<file path="src/rtl/argon_alu_seq.sv">
`default_nettype none
// +----------------------------------------------------------------------------+
// | Module      : argon_alu_seq                                                |
// | Description : Bus-attached ALU with operand/flag/opcode latches, a         |
// |               start/busy/done handshake and a shift-add multiplier.        |
// | Revision    : 1.0 - initial release                                        |
// +----------------------------------------------------------------------------+
module argon_alu_seq #(
    parameter int WIDTH  = 16,
    parameter bit MUL_EN = 1'b1
) (
    input  logic             i_Clk,
    input  logic             i_Reset,
    input  logic [WIDTH-1:0] i_bus,
    output logic [WIDTH-1:0] o_bus,
    output logic             o_bus_valid,
    input  logic             i_latchA,
    input  logic             i_latchB,
    input  logic             i_latchF,
    input  logic             i_latchOp,
    input  logic             i_start,
    input  logic             i_outputY,
    input  logic             i_outputF,
    output logic             o_busy,
    output logic             o_done
);
    localparam int SHW = $clog2(WIDTH);
    localparam int MSB = WIDTH - 1;

    localparam logic [3:0] OP_ADD  = 4'h0;
    localparam logic [3:0] OP_ADC  = 4'h1;
    localparam logic [3:0] OP_SBC  = 4'h2;
    localparam logic [3:0] OP_INC  = 4'h3;
    localparam logic [3:0] OP_DEC  = 4'h4;
    localparam logic [3:0] OP_NAND = 4'h5;
    localparam logic [3:0] OP_AND  = 4'h6;
    localparam logic [3:0] OP_OR   = 4'h7;
    localparam logic [3:0] OP_NOR  = 4'h8;
    localparam logic [3:0] OP_XOR  = 4'h9;
    localparam logic [3:0] OP_LSH  = 4'hA;
    localparam logic [3:0] OP_RSH  = 4'hB;
    localparam logic [3:0] OP_CMP  = 4'hC;
    localparam logic [3:0] OP_MUL  = 4'hD;
    localparam logic [3:0] OP_MULH = 4'hE;

    typedef enum logic [1:0] {
        ST_IDLE = 2'd0,
        ST_MUL  = 2'd1,
        ST_DONE = 2'd2
    } state_t;

    state_t               state_q;
    logic [WIDTH-1:0]     a_q, b_q, y_q, flags_q, mplier_q;
    logic [3:0]           op_q;
    logic                 busy_q, done_q;
    logic [2*WIDTH-1:0]   acc_q, mcand_q;
    logic [SHW-1:0]       cnt_q;

    logic [SHW-1:0]       w_shamt;
    logic [WIDTH:0]       w_res, w_rsh;
    logic                 w_v, w_wr_res, w_cmp, w_is_mul, w_eq;
    logic [2*WIDTH-1:0]   w_acc_nxt;
    logic [WIDTH-1:0]     w_prod_y, w_flags_res, w_flags_cmp, w_flags_mul;

    assign w_shamt   = b_q[SHW-1:0];
    assign w_is_mul  = MUL_EN && ((op_q == OP_MUL) || (op_q == OP_MULH));
    assign w_eq      = (a_q == b_q);
    assign w_acc_nxt = acc_q + (mplier_q[0] ? mcand_q : '0);
    assign w_prod_y  = (op_q == OP_MULH) ? w_acc_nxt[2*WIDTH-1:WIDTH] : w_acc_nxt[WIDTH-1:0];

    // All single-cycle results are formed WIDTH+1 wide; bit WIDTH is the carry/borrow.
    always_comb begin
        w_res    = '0;
        w_rsh    = '0;
        w_v      = 1'b0;
        w_wr_res = 1'b1;
        w_cmp    = 1'b0;
        case (op_q)
            OP_ADD: begin
                w_res = {1'b0, a_q} + {1'b0, b_q};
                w_v   = (a_q[MSB] == b_q[MSB]) && (w_res[MSB] != a_q[MSB]);
            end
            OP_ADC: begin
                w_res = {1'b0, a_q} + {1'b0, b_q} + {{WIDTH{1'b0}}, flags_q[0]};
                w_v   = (a_q[MSB] == b_q[MSB]) && (w_res[MSB] != a_q[MSB]);
            end
            OP_SBC: begin
                w_res = {1'b0, a_q} - {1'b0, b_q} - {{WIDTH{1'b0}}, flags_q[0]};
                w_v   = (a_q[MSB] != b_q[MSB]) && (w_res[MSB] != a_q[MSB]);
            end
            OP_INC: begin
                w_res = {1'b0, a_q} + {{WIDTH{1'b0}}, 1'b1};
                w_v   = ~a_q[MSB] & w_res[MSB];
            end
            OP_DEC: begin
                w_res = {1'b0, a_q} - {{WIDTH{1'b0}}, 1'b1};
                w_v   = a_q[MSB] & ~w_res[MSB];
            end
            OP_NAND: w_res = {1'b0, ~(a_q & b_q)};
            OP_AND:  w_res = {1'b0, a_q & b_q};
            OP_OR:   w_res = {1'b0, a_q | b_q};
            OP_NOR:  w_res = {1'b0, ~(a_q | b_q)};
            OP_XOR:  w_res = {1'b0, a_q ^ b_q};
            OP_LSH:  w_res = {1'b0, a_q} << w_shamt;
            OP_RSH: begin
                // A guard bit below A catches the last bit shifted out.
                w_rsh = {a_q, 1'b0} >> w_shamt;
                w_res = {w_rsh[0], w_rsh[WIDTH:1]};
            end
            OP_CMP: begin
                w_wr_res = 1'b0;
                w_cmp    = 1'b1;
            end
            default: w_wr_res = 1'b0;
        endcase
    end

    always_comb begin
        w_flags_res    = flags_q;
        w_flags_res[0] = w_res[WIDTH];
        w_flags_res[1] = (w_res[WIDTH-1:0] == '0);
        w_flags_res[5] = w_res[MSB];
        w_flags_res[6] = w_v;

        w_flags_cmp    = flags_q;
        w_flags_cmp[1] = w_eq;
        w_flags_cmp[2] = w_eq;
        w_flags_cmp[3] = (a_q > b_q);
        w_flags_cmp[4] = (a_q < b_q);

        w_flags_mul    = flags_q;
        w_flags_mul[0] = |w_acc_nxt[2*WIDTH-1:WIDTH];
        w_flags_mul[1] = (w_prod_y == '0);
        w_flags_mul[5] = w_prod_y[MSB];
        w_flags_mul[6] = 1'b0;
    end

    always_ff @(posedge i_Clk) begin
        if (i_Reset) begin
            state_q  <= ST_IDLE;
            a_q      <= '0;
            b_q      <= '0;
            y_q      <= '0;
            flags_q  <= '0;
            op_q     <= '0;
            busy_q   <= 1'b0;
            done_q   <= 1'b0;
            acc_q    <= '0;
            mcand_q  <= '0;
            mplier_q <= '0;
            cnt_q    <= '0;
        end else begin
            done_q <= 1'b0;
            case (state_q)
                ST_IDLE: begin
                    if (i_latchA)       a_q     <= i_bus;
                    else if (i_latchB)  b_q     <= i_bus;
                    else if (i_latchF)  flags_q <= i_bus;
                    else if (i_latchOp) op_q    <= i_bus[3:0];
                    else if (i_start) begin
                        if (w_is_mul) begin
                            state_q  <= ST_MUL;
                            busy_q   <= 1'b1;
                            acc_q    <= '0;
                            mcand_q  <= {{WIDTH{1'b0}}, a_q};
                            mplier_q <= b_q;
                            cnt_q    <= '0;
                        end else begin
                            if (w_wr_res) begin
                                y_q     <= w_res[WIDTH-1:0];
                                flags_q <= w_flags_res;
                            end else if (w_cmp) begin
                                flags_q <= w_flags_cmp;
                            end
                            state_q <= ST_DONE;
                            done_q  <= 1'b1;
                        end
                    end
                end
                ST_MUL: begin
                    acc_q    <= w_acc_nxt;
                    mcand_q  <= mcand_q << 1;
                    mplier_q <= mplier_q >> 1;
                    cnt_q    <= cnt_q + SHW'(1);
                    if (cnt_q == SHW'(WIDTH - 1)) begin
                        y_q     <= w_prod_y;
                        flags_q <= w_flags_mul;
                        busy_q  <= 1'b0;
                        done_q  <= 1'b1;
                        state_q <= ST_DONE;
                    end
                end
                ST_DONE: state_q <= ST_IDLE;
                default: state_q <= ST_IDLE;
            endcase
        end
    end

    always_comb begin
        if (i_outputY)      o_bus = y_q;
        else if (i_outputF) o_bus = flags_q;
        else                o_bus = '0;
    end

    assign o_bus_valid = i_outputY | i_outputF;
    assign o_busy      = busy_q;
    assign o_done      = done_q;

endmodule
`default_nettype wire
</file>
<file path="config.mk">
export PLATFORM = sky130hd
export DESIGN_NAME = argon_alu_seq
export DESIGN_NICKNAME = d
export VERILOG_FILES = /design/src/rtl/argon_alu_seq.sv
export SDC_FILE = /design/constraint.sdc
export NUM_CORES = 1
export LEC_CHECK = 0
export ABC_AREA = 1
export CAP_MARGIN = 25
export CORE_MARGIN = 1
export CORE_UTILIZATION = 64
export CTS_CLUSTER_DIAMETER = 50
export DETAILED_ROUTE_END_ITERATION = 6
export PLACE_DENSITY_LB_ADDON = 0.1
export SETUP_SLACK_MARGIN = 0.5
export SLEW_MARGIN = 15
export SYNTH_ARGS = -nofsm -noshare
export SYNTH_HDL_FRONTEND = slang
export SYNTH_SLANG_ARGS = --single-unit
export TNS_END_PERCENT = 20
</file>
<file path="constraint.sdc">
create_clock -name i_Clk -period 4.1 [get_ports i_Clk]
set_input_delay 0.82 -clock i_Clk [delete_from_list [all_inputs] [get_ports i_Clk]]
set_output_delay 0.82 -clock i_Clk [all_outputs]
set_load 0.005 [all_outputs]
</file>
==> impl_metrics.py <==
metrics = {
    "outcome": {
        "outcome": "finished, violations left",
        "failed_checks": "design-rule violations",
    },
    "die": {
        "number_of_top_level_design_ports": 44,
        "die_h_um": 156,
        "row_count": 56,
        "floorplan.initialDensity_pct": 65.0,
        "die_w_um": 156,
        "fp.coreArea_um2": 23400,
        "area_of_the_die_um2": 24400,
    },
    "worst_setup_path": {
        "critPathArrivalTime_ns": 3.90,
        "cp_data_required_time_ns": 4.43,
        "cp-start-kind": "register",
        "cp_max_fo": 11,
        "reg2reg_from": "a_q[5]",
        "worstReg2RegEnd": "flags_q[0]",
        "ff2ff_setup_slack_ns": 0.53,
        "worst_r2r_path_depth": 16,
        "setup.worst_path.end_class": "register",
        "criticalPathCategory": "reg2reg",
    },
    "clocking": {
        "tritoncts.num_buffers": 17,
        "h-tree-depth": 4,
        "cts.path.max_buffers": 2,
        "clk_pin_slew_ns": 0.08,
        "tritoncts_clock_tree": "built",
        "root_buffer": "clkbuf_16",
        "clock-sinks": 156,
        "insertion_delay_ns": 0.45,
    },
    "yosys": {
        "synth_top_flop_cell": "dfxtp_1",
        "synth_top_cell_area_share_pct": 20.5,
        "yosys.cell_count.top_type": "nand2_1",
        "synthTopCellsByArea": "dfxtp_1 21%, nand2_1 20%, ha_1 9.5%",
        "ys.warnings.count": 0,
        "synth_top_area_cell": "dfxtp_1",
        "synth_seq_cells": 156,
        "seq_area_frac_synth_pct": 20.5,
        "synth_async_sr_flop_share_pct": 0,
        "syn_area_per_cell_um2": 5.82,
        "netlist_area_um2": 15200,
        "synth.cells.most_frequent": "827 x nand2_1, 273 x nand3_1, 253 x inv_1",
        "postSynthNetCount": 2759,
        "synth-edff-count": 0,
        "postSynthCellCount": 2614,
        "synth_cell_type_count": 56,
    },
    "sta": {
        "setup_viol": 0,
        "final-max-slew-violation-count": 0,
        "fin_crit_ns": 3.57,
        "timing.fmax_mhz": 280,
        "setup_ws_ns": 0.535,
        "min_period_over_period_pct": 87.0,
        "skew_ns": 0.0155,
        "unrepaired_setup_endpoints_after_global_routing": "yes",
        "final_hold_viol_count": 0,
        "timing.max_slew.rel_slack_pct": 27.0,
        "setup-tns-final_ns": 0,
        "timing_worst_slew_pin_value_ns": 1.09,
    },
    "placement": {
        "buffer_ports.inserted": 43,
        "detailedPlacementHpwl_um": 46200,
        "numPlacedInstances": 2916,
        "post-place-ws_ns": -0.0219,
        "place.gp.congestion": 1.23,
    },
    "min_path": {
        "hold_depth": 2,
        "hold_path_end": "mplier_q[10]",
        "hold_crit_class": "reg2reg",
        "hold_start": "mplier_q[10]",
    },
    "route": {
        "drt_pass1_iterations": 7,
        "post-route-drc-count": 3,
        "starting_drc_count_in_detailed_routing": 3329,
        "route.vias.total": 18840,
        "post_drt_via_cell_ratio": 6.39,
        "wirelength_um": 60700,
        "detail_route.wl_per_cell_um": 20.6,
        "drt.antenna.violating_nets": 0,
    },
    "power": {
        "power_per_cell_area_nw_per_um2": 282,
        "max-vdd-ir-drop_v": 0.000262,
        "tot_pwr_uw": 4690,
        "power.static_leakage_uw": 0.00791,
    },
    "global_routing": {
        "grt_start_max_net_pins": 85,
        "grt.overflow.total": 0,
        "grt_use_met3_pct": 16.7,
        "grt_util_met2_pct": 69.1,
        "top_usage_layer": "met2",
        "grtUsageMet1_pct": 66.0,
        "number_of_antenna_violations_at_the_first_check_in_global_routing": 1,
        "track_usage_pct": 49.5,
        "global_route_wire_length_before_repair_um": 91900,
        "number_of_global_route_vias_before_repair": 16556,
    },
    "layout": {
        "non_filler_instance_count_after_layout": 2950,
        "area_growth_syn_to_layout_pct": 9.35,
        "postLayoutCoreUtil_pct": 71.0,
        "nets": 2762,
        "post_route_cells_drive_above_1_share_pct": 6.54,
        "seqCellArea_um2": 3140,
        "fillCellCount": 2132,
        "multi_input_area_um2": 10600,
    },
    "job": {
        "timing.max_cap.violations": 0,
    },
}
==> placed cells by master (no fill, tap or decap), types with 12 or more instances in the layout <==
| master | count |
|---|---|
| nand4_1 | 42 |
| a21oi_1 | 213 |
| nand2_2 | 13 |
| nand2_1 | 826 |
| a22oi_1 | 14 |
| a31oi_1 | 27 |
| o211ai_1 | 22 |
| nand3_1 | 273 |
| clkbuf_16 | 17 |
| inv_1 | 251 |
| nor3_1 | 20 |
| o21ai_0 | 135 |
| clkdlybuf4s50_1 | 42 |
| ha_1 | 112 |
| buf_4 | 52 |
| inv_2 | 16 |
| dfxtp_1 | 149 |
| nor2_1 | 227 |
| xor2_1 | 21 |
| nor2_2 | 12 |
==> timing repair <==
action                                  4_1_cts  5_1_grt
pin swaps                                     1        1
endpoints found under the setup margin        2        7
buffers inserted                              0        1
hold buffers                                  0        0
gates resized for setup                      12       14
==> logic make-up (layout without fill, tap and decap cells) <==
| kind of cell | count (synthesis) | count (layout) | synth area share, % |
|---|---|---|---|
| and+or+nand+nor | 1458 | 1458 | 40.7 |
| AOI/OAI and AO/OA | 465 | 465 | 17.0 |
| xor gates and xnor gates | 26 | 26 | 1.50 |
| other | 0 | 1 | 0 |
| adders and majority gates | 120 | 120 | 10.1 |
| muxes | 1 | 1 | 0.0658 |
| DFF | 156 | 156 | 20.5 |
| buffers and inverters | 388 | 404 | 10.1 |
==> metal layers <==
metal  wire length [µm]  share of wire [%]
met1              23000                 38
met2              23900                 39
met3               9930                 16
met4               3890                6.4
met5                  0                  0
==> worst max-delay path: stages (launching register included) <==
cell      delay [ns]
dfxtp_2         0.50
inv_1           0.21
ha_2            0.49
ha_1            0.30
a21oi_1         0.33
nand2_1         0.16
nand4_1         0.10
nand3_1         0.17
a21boi_1        0.22
o21ai_0         0.10
a21oi_1         0.15
nor2_1          0.05
nand2_1         0.09
nand2_1         0.05
nand2_1         0.08
nand3_1         0.13
a21oi_4         0.31
==> how the worst max path moves through the flow <==
stage / from / end / slack [ns] / depth (start not counted)
6_report: a_q[5] / flags_q[0] / 0.53 / 16
2_1_floorplan: b_q[0] / flags_q[1] / 1.16 / 23
3_5_place_dp: a_q[3] / flags_q[0] / -0.02 / 18
4_1_cts: a_q[4] / flags_q[1] / 0.52 / 20
3_3_place_gp: a_q[0] / flags_q[0] / 0.06 / 20
5_1_grt: a_q[5] / flags_q[1] / 0.34 / 21
==> area by class of cell <==
class | instances | area share [%]
Multi-Input combinational cell | 2070 | 63.8
Sequential cell | 156 | 18.9
Inverter | 278 | 6.34
Timing Repair Buffer | 94 | 4.88
Clock buffer | 17 | 2.56
Tap cell | 319 | 2.40
Clock inverter | 15 | 1.16
Antenna cell | 1 | 0.0151
==> registers in the layout, summed over array words and instances (netlist names) <==
signal,cells
o_done,1
b_q,16
y_q,16
mcand_q,32
mplier_q,16
o_busy,1
state_q,2
op_q,4
acc_q,32
flags_q,16
cnt_q,4
a_q,16
==> where the power goes <==
| group | switching [µW] | leakage, µW | total (µW) | internal, µW |
|---|---|---|---|---|
| registers | 47.3 | 0.00127 | 1590 | 1550 |
| logic | 972 | 0.00634 | 1390 | 422 |
| clock network | 821 | 0.000302 | 1700 | 883 |
==> metrics by stage <==
stage | hold WS [ns] | area (µm²)
finish | 0.472 | 16600
global route | 0.489 | 16600
floorplan | 0.441 | 15200
CTS | 0.470 | 16600
detailed placement | 0.456 | 15900
global placement | 0.450 | 15900
(Power assumes the default switching activity.)
